**src/rtl/mux_rr_arb_pkg.sv**
```systemverilog
`timescale 1ns/1ps
`default_nettype none
// ============================================================================
// Module : mux_rr_arb_pkg
// Brief  : Shared mode and FSM state encodings for the mux/arbiter slice.
// Rev    : 1.0  initial release
// ============================================================================
package mux_rr_arb_pkg;

  localparam int MODE_SEL = 0;
  localparam int MODE_RR  = 1;

  typedef enum logic [0:0] {
    ST_EMPTY = 1'b0,
    ST_FULL  = 1'b1
  } state_t;

endpackage
`default_nettype wire

```
**src/rtl/mux_rr_arb_rr_arbiter.sv**
```systemverilog
`timescale 1ns/1ps
`default_nettype none
// ============================================================================
// Module : rr_arbiter
// Brief  : First-request search upward from a start pointer, wrapping at the top.
// Rev    : 1.0  initial release
// ============================================================================
module rr_arbiter #(
  parameter int CHANNELS = 4,
  parameter int IDX_W    = $clog2(CHANNELS)
) (
  input  logic [CHANNELS-1:0] i_req,
  input  logic [IDX_W-1:0]    i_ptr,
  output logic [CHANNELS-1:0] o_grant,
  output logic [IDX_W-1:0]    o_idx,
  output logic                o_any
);

  localparam logic [IDX_W:0] C_NCH = (IDX_W+1)'(CHANNELS);

  logic [IDX_W:0] w_cand;

  always_comb begin
    o_grant = '0;
    o_idx   = '0;
    o_any   = 1'b0;
    w_cand  = '0;
    for (int off = 0; off < CHANNELS; off++) begin
      w_cand = {1'b0, i_ptr} + (IDX_W+1)'(off);
      if (w_cand >= C_NCH) w_cand = w_cand - C_NCH;
      if (!o_any && i_req[w_cand[IDX_W-1:0]]) begin
        o_any = 1'b1;
        o_idx = w_cand[IDX_W-1:0];
      end
    end
    if (o_any) o_grant[o_idx] = 1'b1;
  end

endmodule
`default_nettype wire

```
**src/rtl/mux_rr_arb.sv**
```systemverilog
`timescale 1ns/1ps
`default_nettype none
// ============================================================================
// Module : mux_rr_arb
// Brief  : N-to-1 registered mux, direct-select or round-robin, with a
//          one-entry output register and valid/ready handshakes.
// Rev    : 1.0  initial release
// ============================================================================
module mux_rr_arb
  import mux_rr_arb_pkg::*;
#(
  parameter int WIDTH    = 32,
  parameter int CHANNELS = 4,
  parameter int MODE     = 1,
  localparam int CHANNEL_BITS = $clog2(CHANNELS)
) (
  input  logic                      clk,
  input  logic                      rst_n,
  input  logic [CHANNELS-1:0]       in_valid,
  input  logic [CHANNELS*WIDTH-1:0] in_data,
  output logic [CHANNELS-1:0]       in_ready,
  input  logic [CHANNEL_BITS-1:0]   sel,
  output logic                      out_valid,
  output logic [WIDTH-1:0]          out_data,
  output logic [CHANNEL_BITS-1:0]   out_chan,
  input  logic                      out_ready
);

  localparam logic [CHANNEL_BITS:0]   C_NCH  = (CHANNEL_BITS+1)'(CHANNELS);
  localparam logic [CHANNEL_BITS-1:0] C_LAST = CHANNEL_BITS'(CHANNELS-1);

  state_t                  r_state;
  logic [WIDTH-1:0]        r_data;
  logic [CHANNEL_BITS-1:0] r_chan;
  logic [CHANNEL_BITS-1:0] r_rr_ptr;

  logic [CHANNELS-1:0]     w_req;
  logic [CHANNELS-1:0]     w_grant;
  logic [CHANNEL_BITS-1:0] w_ptr;
  logic [CHANNEL_BITS-1:0] w_idx;
  logic [CHANNEL_BITS-1:0] w_next_ptr;
  logic                    w_any;
  logic                    w_can_load;
  logic                    w_in_xfer;
  logic [WIDTH-1:0]        w_mux_data;

  // Direct-select mode reuses the arbiter with a single masked request.
  generate
    if (MODE == MODE_SEL) begin : g_sel
      logic w_sel_ok;
      logic w_unused_ptr;
      assign w_sel_ok     = ({1'b0, sel} < C_NCH);
      assign w_req        = w_sel_ok ? (in_valid & (CHANNELS'(1) << sel)) : '0;
      assign w_ptr        = w_sel_ok ? sel : '0;
      assign w_unused_ptr = ^r_rr_ptr;
    end else begin : g_rr
      logic w_unused_sel;
      assign w_req        = in_valid;
      assign w_ptr        = r_rr_ptr;
      assign w_unused_sel = ^sel;
    end
  endgenerate

  rr_arbiter #(
    .CHANNELS (CHANNELS),
    .IDX_W    (CHANNEL_BITS)
  ) u_arb (
    .i_req   (w_req),
    .i_ptr   (w_ptr),
    .o_grant (w_grant),
    .o_idx   (w_idx),
    .o_any   (w_any)
  );

  assign w_can_load = (r_state == ST_EMPTY) || out_ready;
  assign w_in_xfer  = rst_n && w_can_load && w_any;
  assign in_ready   = (rst_n && w_can_load) ? w_grant : '0;
  assign w_mux_data = in_data[w_idx*WIDTH +: WIDTH];
  assign w_next_ptr = (w_idx == C_LAST) ? '0 : w_idx + CHANNEL_BITS'(1);

  always_ff @(posedge clk or negedge rst_n) begin
    if (!rst_n) begin
      r_state  <= ST_EMPTY;
      r_data   <= '0;
      r_chan   <= '0;
      r_rr_ptr <= '0;
    end else begin
      if (w_in_xfer) begin
        r_data   <= w_mux_data;
        r_chan   <= w_idx;
        r_rr_ptr <= w_next_ptr;
      end
      case (r_state)
        ST_EMPTY: if (w_in_xfer) r_state <= ST_FULL;
        ST_FULL:  if (out_ready && !w_in_xfer) r_state <= ST_EMPTY;
        default:  r_state <= ST_EMPTY;
      endcase
    end
  end

  assign out_valid = (r_state == ST_FULL);
  assign out_data  = r_data;
  assign out_chan  = r_chan;

endmodule
`default_nettype wire
```
**config.mk**
```make
export PLATFORM = sky130hd
export DESIGN_NAME = mux_rr_arb
export DESIGN_NICKNAME = d
export VERILOG_FILES = /design/src/rtl/mux_rr_arb_pkg.sv /design/src/rtl/mux_rr_arb_rr_arbiter.sv /design/src/rtl/mux_rr_arb.sv
export SDC_FILE = /design/constraint.sdc
export NUM_CORES = 1
export LEC_CHECK = 0
export ABC_AREA = 1
export CAP_MARGIN = 10
export CELL_PAD_IN_SITES_DETAIL_PLACEMENT = 0
export CELL_PAD_IN_SITES_GLOBAL_PLACEMENT = 1
export CORE_ASPECT_RATIO = 0.75
export CORE_MARGIN = 10
export CORE_UTILIZATION = 26
export DETAILED_ROUTE_END_ITERATION = 7
export GPL_TIMING_DRIVEN = 0
export PLACE_DENSITY = 0.89
export SYNTH_ARGS = -nofsm -noshare
export SYNTH_HDL_FRONTEND = slang
export SYNTH_SLANG_ARGS = --single-unit
```
**constraint.sdc**
```tcl
create_clock -name clk -period 2.7 [get_ports clk]
set_input_delay 0.54 -clock clk [delete_from_list [all_inputs] [get_ports clk]]
set_output_delay 0.54 -clock clk [all_outputs]
set_load 0.02 [all_outputs]
```
==> summary.txt, run 1 <==
Synth
  • Xor/xnor share of the synthesized area: 0%
  • Post-synthesis adder-cell area fraction: 0.741%
  • Yosys top cell area share: 27.4%
  • Syn Inst Count: 604
  • Post-synth cell types: 23
  • Yosys Warn Count: 0
  • Most frequent cell after synthesis: nand2_1
  • Cell taking the most area after synthesis: dfrtp_1
  • Synthesized area per cell: 5.59 µm²
  • Top cells by count, synth: 229 x nand2_1, 138 x inv_1, 132 x nand3_1, 37 x dfrtp_1, 15 x buf_2
  • Syn Nets: 743
  • Register bit total from synthesis: 37
  • Synth Area in Simple Gates: 47.9%
  • EDFF count, synth: 0
  • Main combinational cell family by area after synthesis: simple AND/OR/NAND/NOR gates
  • Post-synthesis instance area: 3380 µm²
  • Compound-Gate Fraction of Synth Area: 1.81%
  • Register area share after synthesis: 27.4%
  • Post-synthesis mux area share: 0%
  • Leading post-synthesis cells by cell area: dfrtp_1 27%, nand2_1 25%, nand3_1 20%, inv_1 15%, buf_2 2.2%
  • Fraction of registers with async set/reset: 100%
  • Synth Flop Type: dfrtp_1

Global routing
  • All-layer global routing usage: 15.3%
  • Largest net degree at the start of global routing: 22
  • Global-route wire length before repair: 22,100 µm
  • Number of antenna violations at the first check in global routing: 0
  • Global route total overflow: 0
  • Vias in the first global route: 4,033

Floorplan
  • Initial Utilization: 27.1%
  • Core area: 12,500 µm²
  • Die X: 152 µm
  • Die height: 119 µm
  • Io pins: 176
  • Die area: 18,000 µm²
  • Row count: 35

Layout
  • Fin area: 5680 µm²
  • Layout cells sized above 1: 11.2%
  • Layout area overhead: 68.2%
  • Nets: 934
  • Diodes inserted: 0
  • Non-filler instance count after layout: 961

Clock network
  • Clk buf depth: 2
  • Clock sink total: 37
  • Clock root buffer: clkbuf_16
  • Clk slew on worst S/H paths: 0.06 ns
  • Worst-skew pair later-pin latency: 0.28 ns
  • CTS tree: yes
  • H-tree lvl count: 2
  • CTS buffer count: 5

Critical path
  • Critical Path RT: 2.16 ns
  • Worst-path fanout max: 5
  • Critical path class: reg2out
  • Critical Path Sink Type: output pin
  • CP arrival: 2.05 ns
  • CP startpoint kind: register

Placed design
  • DP Wirelength: 11,100 µm
  • I/O Buffers: 173
  • Dpl cells: 944
  • Placed instance area: 5340 µm²
  • Gpl congestion: 0.831

Worst hold path
  • Min-Delay Path Class: in2async

Routing
  • Iteration-0 DRC Markers: 206
  • Final WL: 14,200 µm
  • Antenna-violating nets left: 0
  • Wire length per cell: 14.8 µm
  • Vias per std cell: 4.27
  • TritonRoute pass-1 iters: 4
  • Via Count: 4,104
  • Residual DRC: 0

STA
  • Fin crit share: 95.8%
  • Setup violators final: 0
  • Tmin final: 2.59 ns
  • Final TNS setup: 0 ns
  • Clock Skew: 0.00785 ns
  • Worst-Margin Slew: 0.615 ns
  • Relative slew slack: 59.0%
  • Fmax: 387 MHz
  • Number of hold violations in the final report: 0
  • Max Slew Vio Count: 0

Power
  • Max IR drop VDD: 0.449 mV
  • Pwr/cell area: 1350 nW/µm²
  • Lkg Pwr: 0.00317 µW

Flow run
  • Max Cap Viol: 0

Status
  • Status: completed
-- per-layer routing --
layer / track usage [%] / wire length, µm
met5: 0 / 0
met4: 2.38 / 81
met2: 22.8 / 6000
met1: 20.8 / 6490
met3: 5.53 / 1660
-- state kept, by name (all words and copies together), names as in the netlist --
signal     flops
r_rr_ptr       2
out_chan       2
out_valid      1
out_data      32
-- worst max-delay path, cell delays in order, from the launching register on --
cell and delay [ns]:
dfrtp_2 0.44, buf_6 0.15, nand2_4 0.07, nand2_4 0.05
nand2_2 0.07, nand2_2 0.06, nor2_4 0.12, nand3_4 0.11
o21ai_4 0.15, buf_6 0.13, ha_1 0.13, inv_1 0.03
nor2_1 0.09, buf_4 0.14
-- stage by stage --
step / hold slack (ns) / setup WS [ns] / utilization (%) / total power, µW
floorplan: 0.244 / 0.180 / - / 4740
global placement: 0.462 / -1.70 / 42.6 / 6720
detailed placement: 0.464 / -0.976 / 42.8 / 6750
CTS: 0.231 / 0.0127 / 44.6 / 7580
global route: 0.192 / -0.00307 / 45.5 / 8480
finish: 0.178 / 0.114 / 45.5 / 7640
-- cell families (layout without fill, tap and decap cells) --
kind of cell / count (synthesis) / in the layout
and+or+nand+nor: 378 / 378
buffers and inverters: 178 / 369
DFF: 37 / 37
AOI/OAI and AO/OA: 9 / 9
adders and majority gates: 2 / 2
-- cell usage in the layout (no fill, tap or decap), drive strengths merged, types with 2 or more instances in the layout --
| master | Yosys | layout |
|---|---|---|
| inv | 143 | 142 |
| dlygate4sd2 | 0 | 3 |
| buf | 30 | 44 |
| ha | 2 | 2 |
| dfrtp | 37 | 37 |
| nand3 | 133 | 133 |
| clkdlybuf4s50 | 0 | 164 |
| clkdlybuf4s15 | 0 | 2 |
| clkbuf | 5 | 13 |
| nor2 | 9 | 9 |
| nand2 | 235 | 235 |
| o21ai | 6 | 6 |
-- repair_timing --
item	in CTS	in global routing
pin swaps	6	11
setup buffers	6	6
gates resized for setup	42	30
setup endpoints to repair	4	4
hold buffers	0	0
gates cloned	0	1
-- final cells by class --
type / instances / area [µm²]
tap: 166 / 208
clock buffer: 7 / 143
inverter: 143 / 552
buffer: 32 / 199
sequential: 37 / 928
fill: 1330 / 6800
timing repair buffer: 187 / 1850
multi-input combinational: 389 / 1810
-- report_power, final --
group          leakage, µW  switching, µW  total (µW)  internal (µW)
sequential        0.000454            160        1000            844
clock            0.0000700            215         577            363
combinational      0.00264           3690        6060           2370
total              0.00317           4070        7640           3580
-- worst paths after layout --
kind                                          from  cells after the start  slack [ns]                       end
setup / recovery           r_rr_ptr[0]$_DFFE_PN0P_                     13        0.11               in_ready[2]
hold / removal                               rst_n                      1        0.18  out_data[18]$_DFFE_PN0P_
setup reg to reg           r_rr_ptr[0]$_DFFE_PN0P_                     15        0.28   out_data[1]$_DFFE_PN0P_
hold reg to reg            out_data[8]$_DFFE_PN0P_                      2        0.48   out_data[8]$_DFFE_PN0P_
max in group asynchronous                    rst_n                      2        2.11   r_rr_ptr[0]$_DFFE_PN0P_
min in group clk           out_data[8]$_DFFE_PN0P_                      2        0.48   out_data[8]$_DFFE_PN0P_
Note: power is estimated with default switching activity, not from simulation.
==> inputs of run 2 (changes only) <==
--- a/config.mk
+++ b/config.mk
@@ -17,4 +17,5 @@
 export PLACE_DENSITY = 0.89
 export SYNTH_ARGS = -nofsm -noshare
 export SYNTH_HDL_FRONTEND = slang
+export SYNTH_HIERARCHICAL = 1
 export SYNTH_SLANG_ARGS = --single-unit
==> run 2 against run 1 <==
Cell count up 0.42%; non-clock buffer count down 15; utilization down 2.3 points; largest power group unchanged; wire length down 9.4%; global-route usage down 1.6 points; register-to-register slack better by 0.06 ns; critical path type unchanged; critical path depth up 2; highest routed layer unchanged; sequential power about the same; combinational power down 3.8%; flip-flop and latch count unchanged; power down 1.9%.
==> summary.txt, run 2 <==
Status
  • Status: completed

Routing
  • Final WL: 12,900 µm (-9.4%)
  • TritonRoute pass-1 iters: 4 (unchanged)
  • Residual DRC: 0 (unchanged)
  • Via Count: 3,911 (-4.7%)
  • Iteration-0 DRC Markers: 156 (-24%)
  • Wire length per cell: 13.4 µm (-9.8%)
  • Antenna-violating nets left: 0 (unchanged)
  • Vias per std cell: 4.05 (-5.1%)

Layout
  • Diodes inserted: 0 (unchanged)
  • Commonest cells after routing, fill and taps aside: 288 x nand2_1, 164 x clkdlybuf4s50_1, 138 x inv_1, 64 x nand3_1, 37 x dfrtp_1
  • Nets: 931 (-0.32%)
  • Non-filler instance count after layout: 965 (+0.42%)
  • Largest register FFs: 32 (unchanged)
  • Fin area: 5590 µm² (-1.6%)
  • Layout cells sized above 1: 11.0% (-0.24 points)
  • Fill cells: 1,389 (+4.4%)
  • Most common cell after layout, fill and taps aside: nand2_1
  • Layout area overhead: 64.0%

Clock network
  • Clk slew on worst S/H paths: 0.06 ns (about the same)
  • Clock root buffer: clkbuf_16
  • Worst-skew pair later-pin latency: 0.28 ns (about the same)
  • Clock sink total: 37 (unchanged)
  • H-tree lvl count: 2 (unchanged)
  • CTS buffer count: 5 (unchanged)
  • Hold_buf cts: 0 (unchanged)
  • Clk buf depth: 2 (unchanged)
  • CTS tree: yes

Synth
  • Fraction of registers with async set/reset: 100% (unchanged)
  • Post-synthesis instance area: 3410 µm² (+0.93%)
  • Register bit total from synthesis: 37 (unchanged)
  • Yosys top cell area share: 32.1% (+4.7 points)
  • Synth Flop Type: dfrtp_1
  • Syn Inst Count: 611 (+1.2%)
  • Post-synth cell types: 20 (-13%)
  • Yosys Warn Count: 6 (+6)
  • Synthesized area per cell: 5.58 µm² (-0.23%)
  • Top cells by count, synth: 292 x nand2_1, 142 x inv_1, 65 x nand3_1, 37 x dfrtp_1, 14 x nand2_2
  • Leading post-synthesis cells by cell area: nand2_1 32%, dfrtp_1 27%, inv_1 16%, nand3_1 9.5%, buf_6 4.0%
  • Register area share after synthesis: 27.2% (-0.25 points)
  • Syn Nets: 749 (+0.81%)
  • EDFF count, synth: 0 (unchanged)
  • Most frequent cell after synthesis: nand2_1
  • Cell taking the most area after synthesis: nand2_1

STA
  • Worst-Margin Slew: 0.477 ns (-0.138 ns)
  • Number of hold violations in the final report: 0 (unchanged)
  • Clock Skew: 0.00647 ns (-0.00138 ns)
  • Setup violators final: 0 (unchanged)
  • Fin crit share: 93.1% (-2.7 points)
  • Fmax: 398 MHz (+2.9%)
  • Setup repair after global routing missed its margin: no
  • Relative slew slack: 68.2% (+9.2 points)
  • Max Slew Vio Count: 0 (unchanged)
  • Hold Slack: 0.0832 ns (-0.0944 ns)
  • Tmin final: 2.51 ns (-0.0718 ns)

Global routing
  • All-layer global routing usage: 13.6% (-1.6 points)
  • Largest net degree at the start of global routing: 36 (+64%)
  • Global route total overflow: 0 (unchanged)
  • Number of antenna violations at the first check in global routing: 0 (unchanged)
  • Vias in the first global route: 3,781 (-6.2%)
  • Global-route wire length before repair: 20,500 µm (-7.3%)

Floorplan
  • Core area: 12,900 µm² (+3.6%)
  • Die height: 119 µm (+0.38%)
  • Die X: 152 µm (+0.40%)
  • Die area: 18,100 µm² (+0.79%)
  • Io pins: 176 (unchanged)
  • Row count: 36 (+2.9%)
  • Initial Utilization: 26.4% (-0.69 points)

Power
  • Max IR drop VDD: 0.531 mV (+18%)
  • Pwr/cell area: 1340 nW/µm² (-0.38%)
  • Lkg Pwr: 0.00323 µW (+2.2%)

Placed design
  • I/O Buffers: 173 (unchanged)
  • Gpl congestion: 0.814 (-2.2%)
  • Placed instance area: 5370 µm² (+0.56%)
  • Dpl cells: 956 (+1.3%)
  • DP Wirelength: 10,300 µm (-6.7%)

Critical path
  • Critical path class: reg2out
  • Critical Path Sink Type: output pin
  • CP cell instances: buf_6 > inv_8 > nand2_2 > nand2_4 > nand2_2 > nand2_2 > nand2_2 > nand2_2 > nand2_2 > nand3_4 > nand2_1 > inv_1 > inv_1 > nor2_1 > buf_2
  • CP arrival: 1.97 ns (-0.08 ns)
  • Reg-to-Reg Start: r_rr_ptr[0]$_DFFE_PN0P_
  • CP startpoint kind: register
  • Worst r2r path cells: 17 (+2)
  • Slowest cell on the critical path: dfrtp_1
  • Flop2flop setup slack: 0.34 ns (+0.06 ns)
  • Critical Path RT: 2.16 ns (about the same)
  • R2r endpoint: out_data[2]$_DFFE_PN0P_
  • Worst-path fanout max: 10 (+5)
  • Crit-path max cell delay: 0.39 ns (-0.05 ns)
  • Most numerous cell on the critical path: nand2_2

Worst hold path
  • Min-Delay Path Class: in2async

Flow run
  • Max Cap Viol: 0 (unchanged)
## run 2: cell count changes after synthesis, moves of 3 or more
cell	delta
nand3_1	-67
nand2_1	+63
buf_6	+8
nand2_2	+8
buf_4	-6
nand3_2	+6
inv_1	+4
buf_1	-3
buf_2	-3
o21ai_0	-3
## run 2: logic make-up (layout without fill, tap and decap cells)
logic type / Yosys count / count (layout) / share of synthesized area (%)
simple gates: 390 / 390 / 48.4
buf+inv: 179 / 362 / 23.2
flops: 37 / 37 / 27.2
compound gates: 4 / 4 / 0.807
fa+ha+maj: 1 / 1 / 0.367
## run 2: final cells by class
cell class | count | area (µm²) | area share [%]
plain buffers | 29 | 223 | 3.98
clock buffers | 7 | 143 | 2.55
clock inverters | 1 | 30.0 | 0.537
inverters | 150 | 571 | 10.2
multi-input cells | 395 | 1730 | 31.0
flip-flops and latches | 37 | 926 | 16.6
well taps | 171 | 214 | 3.83
repair buffers | 175 | 1760 | 31.4
## run 2: worst max path at each step
stage                       startpoint           to  depth (start not counted)  slack [ns]
2_1_floorplan              in_valid[3]  in_ready[3]                         13        0.59
5_1_grt        r_rr_ptr[0]$_DFFE_PN0P_  in_ready[3]                         13        0.01
3_3_place_gp                     rst_n  in_ready[3]                          4       -1.40
4_1_cts                    in_valid[3]  in_ready[3]                         12       0.004
3_5_place_dp               in_valid[3]  in_ready[3]                         12       -0.46
6_report       r_rr_ptr[0]$_DFFE_PN0P_  in_ready[2]                         15        0.19
## run 2: what timing repair did
action / in CTS / in global routing
setup buffers: 0 / 1
resized for setup: 17 / 23
pin swaps: 0 / 7
endpoints found under the setup margin: 4 / 21
## run 2: per-stage QoR
step	TNS (ns)	total power (µW)	utilization, %	worst slack (ns)
finish	0	7500	43.3	0.186
global route	0	8310	43.3	0.0142
CTS	0	7520	42.7	0.00419
detailed placement	-3.90	6810	41.5	-0.457
global placement	-33.77	6770	41.4	-1.40
floorplan	0	4860	-	0.590
## run 2: where the power goes
group	internal, µW	leakage, µW	switching, µW
Clock	462	0.0000841	223
Sequential	840	0.000456	142
Combinational	2280	0.00269	3550
## run 2: critical path: cells and delay by family, from the launching register on
family                 cells  cell delay (ns)
DFF                        1             0.39
buffers and inverters      5             0.51
and+or+nand+nor           10             0.80
## run 2: layer usage
metal | GRT usage (%) | vias up | part of all wire [%]
met1 | 18.4 | 1683 | 49
met5 | 0 | - | 0
li1 | - | 2104 | -
met4 | 2.46 | 0 | 0.47
met2 | 21.5 | 122 | 43
met3 | 3.56 | 2 | 6.9
